--- config.mk ---
export PLATFORM = sky130hd
export DESIGN_NAME = elevator_controller_flat
export DESIGN_NICKNAME = d
export VERILOG_FILES = /design/src/rtl/elevator_controller_if.sv /design/src/rtl/elevator_controller.sv /design/src/flat_wrapper.sv
export SDC_FILE = /design/constraint.sdc
export NUM_CORES = 1
export LEC_CHECK = 0
export CORE_UTILIZATION = 38
export DETAILED_ROUTE_END_ITERATION = 8
export PLACE_DENSITY = 0.58
export SETUP_SLACK_MARGIN = 0.2
export SLEW_MARGIN = 25
export SYNTH_ARGS = -nofsm -noshare
export SYNTH_HDL_FRONTEND = slang
export SYNTH_SLANG_ARGS = --single-unit
--- constraint.sdc ---
create_clock -name clk -period 3.1 [get_ports clk]
set_clock_uncertainty 0.1 [all_clocks]
set_input_delay 0.465 -clock clk [delete_from_list [all_inputs] [get_ports clk]]
set_output_delay 0.465 -clock clk [all_outputs]
set_load 0.1 [all_outputs]
--- src/rtl/elevator_controller_if.sv ---
// Call-panel bundle between the panel (master) and the car controller (slave).
interface elevator_controller_if;
  logic [4:0] floor_req;
  logic [4:0] floor_pos;
  logic       door_open;
  logic       dir_up;
  logic       dir_down;

  modport master (
    output floor_req,
    input  floor_pos,
    input  door_open,
    input  dir_up,
    input  dir_down
  );

  modport slave (
    input  floor_req,
    output floor_pos,
    output door_open,
    output dir_up,
    output dir_down
  );
endinterface

--- src/rtl/elevator_controller.sv ---
// Five-floor SCAN elevator car: latches calls, moves one floor per FLOOR_CYCLES, opens door DOOR_CYCLES per stop.
// First move one cycle after a call; no backpressure, requests are absorbed into the pending set every cycle.
module elevator_controller #(
  parameter int FLOOR_CYCLES = 1,
  parameter int DOOR_CYCLES  = 2
) (
  input  logic                  clk,
  input  logic                  rst,
  elevator_controller_if.slave  bus
);

  localparam int TW = (FLOOR_CYCLES > 1) ? $clog2(FLOOR_CYCLES) : 1;
  localparam int DW = (DOOR_CYCLES > 1) ? $clog2(DOOR_CYCLES) : 1;

  typedef enum logic [1:0] {
    IDLE = 2'd0,
    UP   = 2'd1,
    DOWN = 2'd2,
    DOOR = 2'd3
  } state_t;

  state_t          state, state_n;
  logic [4:0]      pos, pos_n;
  logic [4:0]      pending, pending_n;
  logic [TW-1:0]   trav_cnt, trav_cnt_n;
  logic [DW-1:0]   door_cnt, door_cnt_n;
  logic            last_up, last_up_n;

  logic [4:0]      eff;
  logic [4:0]      below_mask, above_mask;
  logic [4:0]      pos_up, pos_dn;
  logic            here, above, below;
  logic            up_above, dn_below;
  logic            trav_done, door_done;

  // Masks rely on pos being one-hot: pos-1 selects every floor strictly below it.
  always_comb begin
    eff        = pending | bus.floor_req;
    below_mask = pos - 5'd1;
    above_mask = ~(pos | below_mask);
    here       = |(eff & pos);
    above      = |(eff & above_mask);
    below      = |(eff & below_mask);
    pos_up     = {pos[3:0], 1'b0};
    pos_dn     = {1'b0, pos[4:1]};
    up_above   = |(eff & ~(pos_up | (pos_up - 5'd1)));
    dn_below   = |(eff & (pos_dn - 5'd1));
    trav_done  = (trav_cnt == TW'(FLOOR_CYCLES - 1));
    door_done  = (door_cnt == DW'(DOOR_CYCLES - 1));
  end

  always_comb begin
    state_n    = state;
    pos_n      = pos;
    pending_n  = eff;
    trav_cnt_n = trav_cnt;
    door_cnt_n = door_cnt;
    last_up_n  = last_up;

    case (state)
      IDLE: begin
        trav_cnt_n = '0;
        door_cnt_n = '0;
        if (here) begin
          state_n   = DOOR;
          pending_n = eff & ~pos;
        end else if (above) begin
          state_n   = UP;
          last_up_n = 1'b1;
        end else if (below) begin
          state_n   = DOWN;
          last_up_n = 1'b0;
        end
      end

      UP: begin
        if (pos[4]) begin
          state_n    = IDLE;
          trav_cnt_n = '0;
        end else if (!trav_done) begin
          trav_cnt_n = trav_cnt + 1'b1;
        end else begin
          trav_cnt_n = '0;
          pos_n      = pos_up;
          if (|(eff & pos_up)) begin
            state_n    = DOOR;
            door_cnt_n = '0;
            pending_n  = eff & ~pos_up;
          end else if (!up_above) begin
            state_n = IDLE;
          end
        end
      end

      DOWN: begin
        if (pos[0]) begin
          state_n    = IDLE;
          trav_cnt_n = '0;
        end else if (!trav_done) begin
          trav_cnt_n = trav_cnt + 1'b1;
        end else begin
          trav_cnt_n = '0;
          pos_n      = pos_dn;
          if (|(eff & pos_dn)) begin
            state_n    = DOOR;
            door_cnt_n = '0;
            pending_n  = eff & ~pos_dn;
          end else if (!dn_below) begin
            state_n = IDLE;
          end
        end
      end

      DOOR: begin
        // Calls for the open floor are swallowed without extending the timer.
        pending_n = eff & ~pos;
        if (!door_done) begin
          door_cnt_n = door_cnt + 1'b1;
        end else begin
          door_cnt_n = '0;
          if (here) begin
            state_n = DOOR;
          end else if (last_up && above) begin
            state_n = UP;
          end else if (below) begin
            state_n   = DOWN;
            last_up_n = 1'b0;
          end else if (above) begin
            state_n   = UP;
            last_up_n = 1'b1;
          end else begin
            state_n = IDLE;
          end
        end
      end

      default: state_n = IDLE;
    endcase
  end

  always_ff @(posedge clk or negedge rst) begin
    if (!rst) begin
      state    <= IDLE;
      pos      <= 5'b00001;
      pending  <= '0;
      trav_cnt <= '0;
      door_cnt <= '0;
      last_up  <= 1'b1;
    end else begin
      state    <= state_n;
      pos      <= pos_n;
      pending  <= pending_n;
      trav_cnt <= trav_cnt_n;
      door_cnt <= door_cnt_n;
      last_up  <= last_up_n;
    end
  end

  assign bus.floor_pos = pos;
  assign bus.door_open = (state == DOOR);
  assign bus.dir_up    = (state == UP);
  assign bus.dir_down  = (state == DOWN);

endmodule

--- src/flat_wrapper.sv ---
// flat-port wrapper written by rule: the top's interface ports become plain ports
module elevator_controller_flat 
#(
  parameter int FLOOR_CYCLES = 1,
  parameter int DOOR_CYCLES  = 2
)
  (clk, rst, bus_floor_req, bus_floor_pos, bus_door_open, bus_dir_up, bus_dir_down);
  elevator_controller_if bus_i ();
  input  logic clk;
  input  logic rst;
  input wire logic [$bits(bus_i.floor_req)-1:0] bus_floor_req;
  output wire logic [$bits(bus_i.floor_pos)-1:0] bus_floor_pos;
  output wire logic [$bits(bus_i.door_open)-1:0] bus_door_open;
  output wire logic [$bits(bus_i.dir_up)-1:0] bus_dir_up;
  output wire logic [$bits(bus_i.dir_down)-1:0] bus_dir_down;
  assign bus_i.floor_req = bus_floor_req;
  assign bus_floor_pos = bus_i.floor_pos;
  assign bus_door_open = bus_i.door_open;
  assign bus_dir_up = bus_i.dir_up;
  assign bus_dir_down = bus_i.dir_down;
  elevator_controller #(.FLOOR_CYCLES(FLOOR_CYCLES), .DOOR_CYCLES(DOOR_CYCLES)) u_core (.clk(clk), .rst(rst), .bus(bus_i));
endmodule
; ---- Word-level counts from Yosys, hierarchy flattened
; Cells that the tools add are included.
[op_classes]
add_sub_neg = 5
eq_ne = 20
muxes = 51
n_bitwise = 18
n_reduce_logical = 18
[ops]
columns = cell, count
row1 = 2-to-1 mux 5 bit, 11
row2 = AND 5 bit, 9
row3 = OR reduction 5 bit, 7
row4 = 2-to-1 mux 2 bit, 15
row5 = NOT 5 bit, 4
row6 = case mux 5 bit (4 select lines), 1
row7 = 2-to-1 mux 1 bit, 19
row8 = OR 5 bit, 3
row9 = "!= test 2 bit, second input constant", 7
row10 = AND reduction 6 bit, 2
row11 = case mux 5 bit (2 select lines), 1
row12 = "subtractor 5 x 1 -> 5 bit, second input constant", 2
row13 = "!= test 4 x 3 -> 1 bit, second input constant", 2
row14 = case mux 2 bit (4 select lines), 1
row15 = AND reduction 7 bit, 1
row16 = "!= test 2 x 1 -> 1 bit, second input constant", 3
row17 = "!= test 3 x 1 -> 1 bit, second input constant", 2
row18 = "!= test 3 x 2 -> 1 bit, second input constant", 2
row19 = AND reduction 3 bit, 2
row20 = AND 5 x 4 -> 5 bit, 1
row21 = NOT 4 -> 5 bit, 1
row22 = AND reduction 5 bit, 1
row23 = "subtractor 4 x 1 -> 5 bit, second input constant", 1
row24 = "== test 2 bit, second input constant", 2
row25 = 10 further kinds, 12
[word_totals]
register_bits = 15
in_bits = 7
output_inout_bits = 8
word_cells = 120

; ---- Logic depth before layout (Yosys ltp)
; Gate-level depths: netlist of the first run.
[logic_depth]
word_depth = 11
mapped_depth = 12
depth_no_buf = 11

; ---- Least setup slack after synthesis of the first run
; OpenSTA, ideal clock, no wires.
[synth_timing]
kind = reg2reg
from = register u_core.pos[2], in the netlist u_core.bus.floor_pos[2]
to = register u_core.state[0]
setup_ns = 0.125
arrival_time_ns = 2.811
t_required_ns = 2.875
slack_ns = 0.064
path_stages_with_launch = 10
path_buffers = 1
period_less_slack_ns = 3.036
cell_sequence = dfrtp_1 > buf_2 > inv_1 > ha_1 > nor3b_1 > a22o_1 > a211oi_1 > o41ai_1 > a311o_2 > mux2_2
[synth_via]
elab_chain_cells = 11
word_cells_on_any_way = 40
classes_between = 3 x add/sub / 3 x eq/ne / 14 x mux / 11 x bitwise / 9 x reduce/logical
[synth_rtl]
columns = item, line
row1 = from (decl), elevator_controller.sv:23  ; logic [4:0] pos, pos_n;
row2 = from (signal assigned), elevator_controller.sv:151  ; pos <= pos_n;
row3 = subtractor 5 x 1 -> 5 bit, elevator_controller.sv:39  ; below_mask = pos - 5'd1;
row4 = OR 5 bit, elevator_controller.sv:40  ; above_mask = ~(pos | below_mask);
row5 = NOT 5 bit, elevator_controller.sv:40
row6 = AND 5 bit, elevator_controller.sv:42  ; above = |(eff & above_mask);
row7 = OR reduction 5 bit, elevator_controller.sv:42
row8 = 2-to-1 mux 1 bit, elevator_controller.sv:128  ; end else if (above) begin
row9 = 2-to-1 mux 2 bit, elevator_controller.sv:125  ; end else if (below) begin
row10 = 2-to-1 mux 2 bit, elevator_controller.sv:123  ; end else if (last_up && above) begin
row11 = 2-to-1 mux 2 bit, elevator_controller.sv:121  ; if (here) begin
row12 = 2-to-1 mux 2 bit, elevator_controller.sv:117  ; if (!door_done) begin
row13 = case mux 2 bit (4 select lines), elevator_controller.sv:60  ; case (state)
row14 = to (signal assigned), elevator_controller.sv:150  ; state <= state_n;
row15 = to (decl), elevator_controller.sv:22  ; state_t state, state_n;
; Parallel ways exist; a longest one is shown, timed or not. The select of a mux whose other input is x is not followed.
; A chain may end at the register's enable or synchronous reset.

; ---- Worst setup path after layout of the first run
[layout_timing]
from = register u_core.pos[2], in the netlist u_core.bus.floor_pos[2]
to = register u_core.state[1]
[layout_via]
elab_chain_cells = 10
word_cells_on_any_way = 39
classes_between = 3 x add/sub / 3 x eq/ne / 13 x mux / 11 x bitwise / 9 x reduce/logical
[layout_rtl]
columns = item, line
row1 = subtractor 5 x 1 -> 5 bit, elevator_controller.sv:39
row2 = OR 5 bit, elevator_controller.sv:40
row3 = NOT 5 bit, elevator_controller.sv:40
row4 = AND 5 bit, elevator_controller.sv:42
row5 = OR reduction 5 bit, elevator_controller.sv:42
row6 = logical AND 1 bit, elevator_controller.sv:123
row7 = 2-to-1 mux 2 bit, elevator_controller.sv:123
row8 = 2-to-1 mux 2 bit, elevator_controller.sv:121
row9 = 2-to-1 mux 2 bit, elevator_controller.sv:117
row10 = case mux 2 bit (4 select lines), elevator_controller.sv:60
; Parallel ways exist; a longest one is shown, timed or not. The select of a mux whose other input is x is not followed.

==> run_results.csv, run 1 <==
group,metric,value,unit
cells_and_area,instances_no_fill,213,
worst_setup_path,path_class,"reg -> reg",
yosys,netlist_area,1320,sq um
worst_setup_path,worst_setup_path_start_kind,"flip-flop",
clock_network,cts_sinks,14,
timing,setup_viol_count_final,0,
yosys,syn_area_per_cell,8.45,sq um
timing,slew_headroom,56.6,%
cells_and_area,ff_latch_area,355,sq um
routing,drt_wl_total,3520,microns
placement,hpwl,2630,microns
timing,min_period_over_period,82.9,%
floorplan,rows,21,
clock_network,numCtsBuffers,3,
yosys,ys_seq_area_share,26.8,%
worst_setup_path,crit_required,3.18,ns
routing,drc,0,
clock_network,clk_latency,0.29,ns
global_routing,grt_pass1_wl,5790,microns
routing,viasPerCell,6.01,
clock_network,hold_buffers,0,
cells_and_area,multiInputGateArea,835,sq um
global_routing,antenna_found_initial,0,
worst_setup_path,crit_start,"u_core.bus.floor_pos[2]$_DFFE_PN0P_",
global_routing,grt_pass1_vias,1197,
clock_network,cts_tree,"built",
placement,dp_cells,209,
yosys,synthesis.nets,175,
yosys,synth_edf_count,0,
floorplan,die_width,60.9,microns
floorplan,fp.dieArea,3710,sq um
clock_network,cts.path.max_buffers,2,
worst_setup_path,end_kind,"flip-flop",
routing,wl_per_cell,16.5,microns
timing,rsz0062_at_grt,"false",
global_routing,grt.total_usage,21.7,%
clock_network,post_cts_buffers,0,
yosys,synth-seq-cells,14,
yosys,synthArstFlopShare,100,%
floorplan,core_area,3340,sq um
timing,hold_violations,0,
placement,globalplace.congestion,0.863,
global_routing,overflow,0,
routing,drt_pass1_iterations,4,
timing,fin_setup_tns,0,ns
clock_network,ctsResizeCount,0,
clock_network,cts_root_buf,"clkbuf_4",
timing,timing.fmax,0.389,GHz
outcome,status,"completed",
timing,drv_slew,0,
clock_network,htreeDepth,1,
hold_path,min_from,"u_core.last_up$_DFFE_PN1P_",
global_routing,grt_max_degree,16,
flow_run,drv_cap,0,
yosys,ys.flop_type,"dfrtp_1",
clock_network,cts.clk_slew.worst_paths,0.09,ns
cells_and_area,drive_gt1_share,21.0,%
routing,antenna_left,0,
timing,tightest_slew,0.649,ns
timing,layout_min_cycle_time,2.57,ns
routing,num_vias,1281,
floorplan,initial_core_util,39.5,%
floorplan,io_pins,15,
cells_and_area,area_growth,12.0,%
placement,port-buffer-count,14,
floorplan,die_h,60.9,microns
cells_and_area,fin_nets,187,
cells_and_area,fillCellCount,360,
routing,drt_iter0_markers,109,
hold_path,min_path_type,"reg -> reg",
yosys,postSynthCellCount,156,
worst_setup_path,r2r_start,"u_core.bus.floor_pos[2]$_DFFE_PN0P_",
yosys,yosysUniqueCellTypes,49,
yosys,yosys_warnings,0,
timing,holdWs,0.404,ns
worst_setup_path,worstPathArrival,2.65,ns
worst_setup_path,cp_max_fo,10,
cells_and_area,diodes,0,
[registers in the layout, indices dropped and copies added (netlist names)]
name                  flops
u_core.bus.floor_pos      5
u_core.door_cnt           1
u_core.last_up            1
u_core.pending            5
u_core.state              2
[worst paths after layout]
check / slack, ns / cells past startpoint / endpoint
worst max-delay path: 0.53 / 8 / u_core.state[1]$_DFFE_PN0P_
worst min-delay path: 0.40 / 2 / u_core.last_up$_DFFE_PN1P_
worst max register to register: 0.53 / 8 / u_core.state[1]$_DFFE_PN0P_
worst min register to register: 0.40 / 2 / u_core.last_up$_DFFE_PN1P_
max in group asynchronous: 1.98 / 1 / u_core.bus.floor_pos[2]$_DFFE_PN0P_
min in group asynchronous: 0.47 / 1 / u_core.bus.floor_pos[3]$_DFFE_PN0P_
[critical path, stage by stage (launching register included)]
cell and delay [ns]:
dfrtp_2 0.49, inv_1 0.21, ha_1 0.24, nand2_1 0.07, ha_1 0.21, a222oi_1 0.42, nor3_1 0.11, a311o_2 0.34
mux2_2 0.27
[synth_stat cells (2+ instances only)]
cell	count	share of area, %
clkbuf_1	4	1.1
a22o_1	2	1.3
o22ai_1	5	2.4
o21ai_0	18	6.8
nor3_1	6	2.3
dfstp_2	2	4.0
inv_2	3	0.85
a222oi_1	3	2.3
or2_2	3	1.4
nor2_1	11	3.1
a221oi_1	3	2.0
o211ai_1	2	1.1
a22oi_1	7	4.0
nand2_1	11	3.1
buf_6	3	2.6
mux2_2	2	1.7
dfrtp_1	12	23
inv_1	9	2.6
ha_1	12	11
a21oi_1	6	2.3
nand3_1	2	0.76
or2_1	3	1.4
[cell families (layout without fill, tap and decap cells)]
logic type | Yosys count | after routing | share of synthesized area, %
compound gates | 59 | 59 | 31.2
simple gates | 44 | 44 | 17.5
buf+inv | 23 | 34 | 9.88
flops | 14 | 14 | 26.8
fa+ha+maj | 12 | 12 | 11.4
mux | 3 | 3 | 2.56
xor+xnor | 1 | 1 | 0.665
[metal layers]
layer	vias up	part of all wire, %	wire, microns	GRT usage (%)
met3	8	7.4	260	2.99
met5	-	0	0	0
met1	615	43	1520	29.5
met2	61	47	1670	34.1
li1	597	-	-	-
met4	0	1.9	68	10.4
[cell usage in the layout (no fill, tap or decap), drive strengths merged, types with 2 or more instances in the layout]
| master | n |
|---|---|
| o21ai | 18 |
| a222oi | 3 |
| o211ai | 3 |
| mux2 | 3 |
| or2 | 6 |
| nand3 | 2 |
| a22oi | 7 |
| ha | 12 |
| dfstp | 2 |
| dfrtp | 12 |
| clkbuf | 4 |
| nor2 | 12 |
| a221oi | 3 |
| a22o | 2 |
| o22ai | 5 |
| inv | 12 |
| a21oi | 6 |
| clkdlybuf4s50 | 6 |
| buf | 11 |
| nor3 | 7 |
| nand2 | 12 |
[through the flow]
step | util [%] | area, sq um | worst slack, ns
floorplan | - | 1320 | 0.269
detailed placement | 43.1 | 1440 | 0.300
global route | 44.2 | 1480 | 0.421
finish | 44.2 | 1480 | 0.529
CTS | 44.2 | 1480 | 0.530
global placement | 43.1 | 1440 | 0.331
[area by class of cell]
class | count | area share (%)
tap | 46 | 3.90
sequential | 14 | 24.1
inverter | 13 | 3.31
timing repair buffer | 17 | 9.67
clock buffer | 4 | 2.46
multi-input combinational | 119 | 56.6
Power of run 1 is not shown: default switching activity piles up to over one toggle a cycle in this logic, so the estimate is an artifact.
==> run 2: changes to the inputs <==
==> constraint.sdc (replaced) <==
create_clock -name clk -period 2.5 [get_ports clk]
set_clock_uncertainty 0.1 [all_clocks]
set_input_delay 0.375 -clock clk [delete_from_list [all_inputs] [get_ports clk]]
set_output_delay 0.375 -clock clk [all_outputs]
set_load 0.1 [all_outputs]
==> run_results.csv, run 2 (synthesis results as in run 1) <==
group,metric,value,unit
worst_setup_path,timing.rr.end,"u_core.state[1]$_DFFE_PN0P_",
cells_and_area,final_cell_mix,"buf_4, o21ai_0, nor2_1, nand2_1, dfrtp_1",
timing,rsz0062_at_grt,"true",
worst_setup_path,cp_max_fo,4,
timing,setup_viol_count_final,0,
floorplan,die_h,60.9,microns
floorplan,io_pins,15,
clock_network,cts_sinks,14,
floorplan,die_width,60.9,microns
global_routing,busiest_layer,"met2",
worst_setup_path,crit_required,2.57,ns
global_routing,grt_pass1_vias,1303,
floorplan,core_area,3340,sq um
clock_network,htreeDepth,1,
clock_network,cts.clk_slew.worst_paths,0.09,ns
timing,min_period_over_period,93.2,%
cells_and_area,diodes,0,
flow_run,drv_cap,0,
routing,drt_wl_total,3850,microns
worst_setup_path,r2r_start,"u_core.bus.floor_pos[0]$_DFFE_PN1P_",
routing,wl_per_cell,16.1,microns
cells_and_area,ff_latch_area,372,sq um
worst_setup_path,worstPathArrival,2.40,ns
floorplan,fp.dieArea,3710,sq um
floorplan,rows,21,
placement,port-buffer-count,14,
timing,hold_violations,0,
global_routing,overflow,0,
worst_setup_path,rr_worst_depth,8,
routing,num_vias,1349,
clock_network,hold_buffers,0,
cells_and_area,multiInputGateArea,941,sq um
global_routing,grt_pass1_wl,6070,microns
floorplan,initial_core_util,39.5,%
routing,viasPerCell,5.64,
clock_network,cts.path.max_buffers,2,
cells_and_area,layout_commonest_cell,"buf_4",
outcome,status,"completed",
global_routing,antenna_found_initial,0,
routing,drt_iter0_markers,111,
cells_and_area,fin_nets,213,
cells_and_area,area_growth,37.4,%
routing,antenna_left,0,
routing,drt_pass1_iterations,4,
global_routing,grtUsageMet1,32.1,%
timing,slew_headroom,53.7,%
timing,tightest_slew,0.692,ns
global_routing,use_met2,35.5,%
timing,drv_slew,0,
worst_setup_path,end_kind,"flip-flop",
routing,drc,0,
timing,holdWs,0.405,ns
global_routing,grt_util_met3,2.13,%
clock_network,cts_tree,"built",
clock_network,clk_latency,0.28,ns
timing,fin_setup_tns,0,ns
timing,layout_min_cycle_time,2.33,ns
worst_setup_path,r2r_slack,0.17,ns
clock_network,numCtsBuffers,3,
timing,timing.fmax,0.429,GHz
worst_setup_path,worst_setup_path_start_kind,"flip-flop",
cells_and_area,fillCellCount,312,
worst_setup_path,path_class,"reg -> reg",
placement,hpwl,2810,microns
global_routing,grt.total_usage,22.4,%
clock_network,cts_root_buf,"clkbuf_4",
placement,globalplace.congestion,0.965,
cells_and_area,fin_util,54.3,%
hold_path,min_path_type,"in -> async",
cells_and_area,drive_gt1_share,41.5,%
global_routing,grt_max_degree,16,
[run 2: cell count changes in the layout (fill, tap and decap cells not counted), sizes merged]
cell,change
buf,+26
[run 2: layer usage]
metal / up-vias / wire length [microns]
li1: 653 / -
met1: 636 / 1700
met2: 53 / 1880
met3: 7 / 205
met4: 0 / 69
met5: - / 0
[run 2: how the worst max path moves through the flow]
stage	start	slack, ns	to	depth (start not counted)
after floorplan	u_core.bus.floor_pos[0]$_DFFE_PN1P_	-0.008	u_core.state[0]$_DFFE_PN0P_	8
after global routing	u_core.bus.floor_pos[1]$_DFFE_PN0P_	0.10	u_core.state[1]$_DFFE_PN0P_	14
after detailed placement	bus_floor_req[4]	-0.17	u_core.state[0]$_DFFE_PN0P_	7
final	u_core.bus.floor_pos[0]$_DFFE_PN1P_	0.17	u_core.state[1]$_DFFE_PN0P_	8
after CTS	u_core.bus.floor_pos[1]$_DFFE_PN0P_	0.14	u_core.state[0]$_DFFE_PN0P_	8
after global placement	bus_floor_req[4]	-0.14	u_core.state[0]$_DFFE_PN0P_	7
[run 2: per-stage QoR]
step	instance area [sq um]	setup slack (ns)	std cells
6_report	1810	0.169	239
5_1_grt	1810	0.103	239
4_1_cts	1760	0.145	237
3_5_place_dp	1600	-0.170	223
3_3_place_gp	1600	-0.136	223
2_1_floorplan	1390	-0.00768	156
[run 2: critical path, cell delays in order (launching register included)]
cell,delay [ns]
dfstp_4,0.66
inv_8,0.04
ha_4,0.17
inv_4,0.05
ha_2,0.26
a22o_1,0.21
nor3_4,0.20
a311o_2,0.25
mux2_4,0.30
[run 2: cell type report]
cell class	instances	share of cell area (%)
multi-input combinational	119	52.0
sequential	14	20.5
timing repair buffer	43	19.1
inverter	13	3.80
tap	46	3.18
clock buffer	4	1.45
[run 2: timing repair]
| action | in CTS | in global routing |
|---|---|---|
| pin swaps | 13 | 7 |
| resized for setup | 16 | 10 |
| setup endpoints to repair | 3 | 3 |
| buffers inserted | 10 | 2 |
Power of run 2 is left out for the same reason.
==> run 3: changes to the inputs <==
--- a/config.mk
+++ b/config.mk
@@ -5,9 +5,11 @@
 export SDC_FILE = /design/constraint.sdc
 export NUM_CORES = 1
 export LEC_CHECK = 0
+export ABC_AREA = 1
 export CORE_UTILIZATION = 38
 export DETAILED_ROUTE_END_ITERATION = 8
-export PLACE_DENSITY = 0.58
+export DONT_BUFFER_PORTS = 1
+export PLACE_DENSITY = 0.52
 export SETUP_SLACK_MARGIN = 0.2
 export SLEW_MARGIN = 25
 export SYNTH_ARGS = -nofsm -noshare
==> run_results.csv, run 3 <==
group,metric,value,unit
outcome,status,"completed",
worst_setup_path,path_delay_family,"flip-flops",
global_routing,grt_pass1_wl,6620,microns
timing,fin_setup_tns,0,ns
hold_path,min_from,"bus_floor_req[4]",
worst_setup_path,r2r_start,"u_core.bus.floor_pos[0]$_DFFE_PN1P_",
routing,viasPerCell,5.29,
clock_network,htreeDepth,1,
clock_network,cts_tree,"built",
timing,timing.fmax,0.468,GHz
global_routing,overflow,0,
worst_setup_path,r2r_slack,0.36,ns
placement,hpwl,2980,microns
cells_and_area,area_growth,15.1,%
yosys,syn_area_per_cell,6.35,sq um
timing,min_period_over_period,85.5,%
yosys,ys_seq_area_share,25.0,%
cells_and_area,multiInputGateArea,917,sq um
worst_setup_path,slowest_delay,0.66,ns
timing,drv_slew,0,
worst_setup_path,path_cells,"inv_2 > ha_2 > inv_1 > ha_1 > nand2_1 > o21ai_1 > nor2_4 > nand2_1 > nor2_2 > nor2_1 > nand3_1 > nand2_1",
clock_network,cts.path.max_buffers,2,
cells_and_area,fillCellCount,377,
routing,drt_pass1_iterations,4,
timing,layout_min_cycle_time,2.14,ns
routing,drt_wl_total,3880,microns
worst_setup_path,worst_setup_path_start_kind,"flip-flop",
worst_setup_path,crit_required,2.54,ns
hold_path,hold_path_depth,2,
routing,drc,0,
timing,hold_violations,0,
worst_setup_path,cp_common_cell,"nand2_1",
yosys,yosys.area.top_type_share,21.3,%
routing,wl_per_cell,13.9,microns
yosys,synthArstFlopShare,100,%
yosys,postSynthCellCount,222,
timing,rsz0062_at_grt,"false",
routing,antenna_left,0,
yosys,synthesis.nets,241,
cells_and_area,instances_no_fill,279,
global_routing,antenna_found_initial,0,
placement,dp_cells,272,
hold_path,min_path_type,"in -> reg",
floorplan,io_pins,15,
hold_path,hold_path_end,"u_core.pending[4]$_DFF_PN0_",
yosys,synthTopCellsByArea,"dfrtp_1, nand2_1, ha_1, nor2_1, inv_1",
yosys,netlist_area,1410,sq um
timing,setup_viol_count_final,0,
yosys,synth-seq-cells,14,
yosys,synth_common_cells,"nand2_1, nor2_1, inv_1",
cells_and_area,final_cell_mix,"nand2_1, nor2_1, inv_1",
cells_and_area,fin_nets,253,
timing,slew_headroom,55.4,%
worst_setup_path,timing.rr.end,"u_core.state[0]$_DFFE_PN0P_",
clock_network,cts_sinks,14,
yosys,yosysMostFrequentCell,"nand2_1",
worst_setup_path,cp_max_fo,7,
floorplan,die_width,62.9,microns
clock_network,numCtsBuffers,3,
routing,num_vias,1476,
yosys,yosysUniqueCellTypes,24,
yosys,synth.largest_area_cell,"dfrtp_1",
yosys,synth_edf_count,0,
placement,globalplace.congestion,0.925,
global_routing,grt_pass1_vias,1408,
worst_setup_path,end_kind,"flip-flop",
floorplan,fp.dieArea,3960,sq um
placement,port-buffer-count,0,
worst_setup_path,crit_buf_inv,2,
global_routing,grt.total_usage,21.2,%
floorplan,core_area,3440,sq um
floorplan,rows,21,
worst_setup_path,rr_worst_depth,12,
cells_and_area,diodes,0,
clock_network,cts_root_buf,"clkbuf_8",
global_routing,grt_max_degree,15,
timing,tightest_slew,0.667,ns
floorplan,die_h,62.9,microns
worst_setup_path,worstPathArrival,2.17,ns
clock_network,clk_latency,0.25,ns
cells_and_area,drive_gt1_share,19.7,%
clock_network,cts.clk_slew.worst_paths,0.06,ns
floorplan,initial_core_util,40.9,%
cells_and_area,layout_commonest_cell,"nand2_1",
cells_and_area,ff_latch_area,364,sq um
worst_setup_path,path_class,"reg -> reg",
yosys,yosys_warnings,0,
worst_setup_path,slowest_stage,"dfstp_4",
routing,drt_iter0_markers,117,
yosys,ys.flop_type,"dfrtp_1",
flow_run,drv_cap,0,
run 3: kinds of logic after synthesis:
family | count (synthesis) | share of synthesized area [%]
flip-flops | 14 | 25.0
AND/OR/NAND/NOR | 118 | 36.9
buffers and inverters | 40 | 11.5
AO/OA/AOI/OAI | 38 | 16.0
adder cells (fa/ha/maj) | 12 | 10.7
run 3: how the worst max path moves through the flow:
stage                                         from  cells past startpoint                     endpoint  slack, ns
3_5_place_dp   u_core.bus.floor_pos[1]$_DFFE_PN0P_                     12  u_core.state[0]$_DFFE_PN0P_       0.27
4_1_cts        u_core.bus.floor_pos[1]$_DFFE_PN0P_                     12  u_core.state[0]$_DFFE_PN0P_       0.25
6_report       u_core.bus.floor_pos[0]$_DFFE_PN1P_                     12  u_core.state[0]$_DFFE_PN0P_       0.36
2_1_floorplan  u_core.bus.floor_pos[0]$_DFFE_PN1P_                     13  u_core.state[0]$_DFFE_PN0P_       0.21
3_3_place_gp   u_core.bus.floor_pos[1]$_DFFE_PN0P_                     12  u_core.state[0]$_DFFE_PN0P_       0.28
5_1_grt        u_core.bus.floor_pos[0]$_DFFE_PN1P_                     14  u_core.state[0]$_DFFE_PN0P_       0.20
run 3: timing repair:
| item | in CTS | in global routing |
|---|---|---|
| buffers inserted | 0 | 2 |
| setup endpoints to repair | 0 | 3 |
| gates resized for setup | 0 | 7 |
| endpoints found under the hold margin | 14 | 0 |
| hold buffers | 1 | 0 |
run 3: stage by stage:
stage	util, %	hold WS, ns	area, sq um	worst slack (ns)
3_5_place_dp	44.1	-0.0202	1520	0.274
3_3_place_gp	44.1	-0.0203	1520	0.280
4_1_cts	46.0	0.297	1580	0.249
6_report	47.1	0.302	1620	0.363
5_1_grt	47.1	0.283	1620	0.204
2_1_floorplan	-	-0.0206	1430	0.205
run 3: metal layers:
layer	global-route usage [%]	routed length (microns)	up-vias	share of wire, %
met3	2.55	246	7	6.3
met5	0	0	-	0
met4	7.85	61	0	1.6
li1	-	-	730	-
met2	32.5	1770	47	46
met1	30.1	1800	692	46
run 3: final cells by class:
cell class,count,area share [%]
tap,46,3.55
timing repair buffer,11,5.25
multi-input combinational,168,56.6
inverter,36,8.80
sequential,14,22.5
clock buffer,4,3.40
Power of run 3 is left out for the same reason.
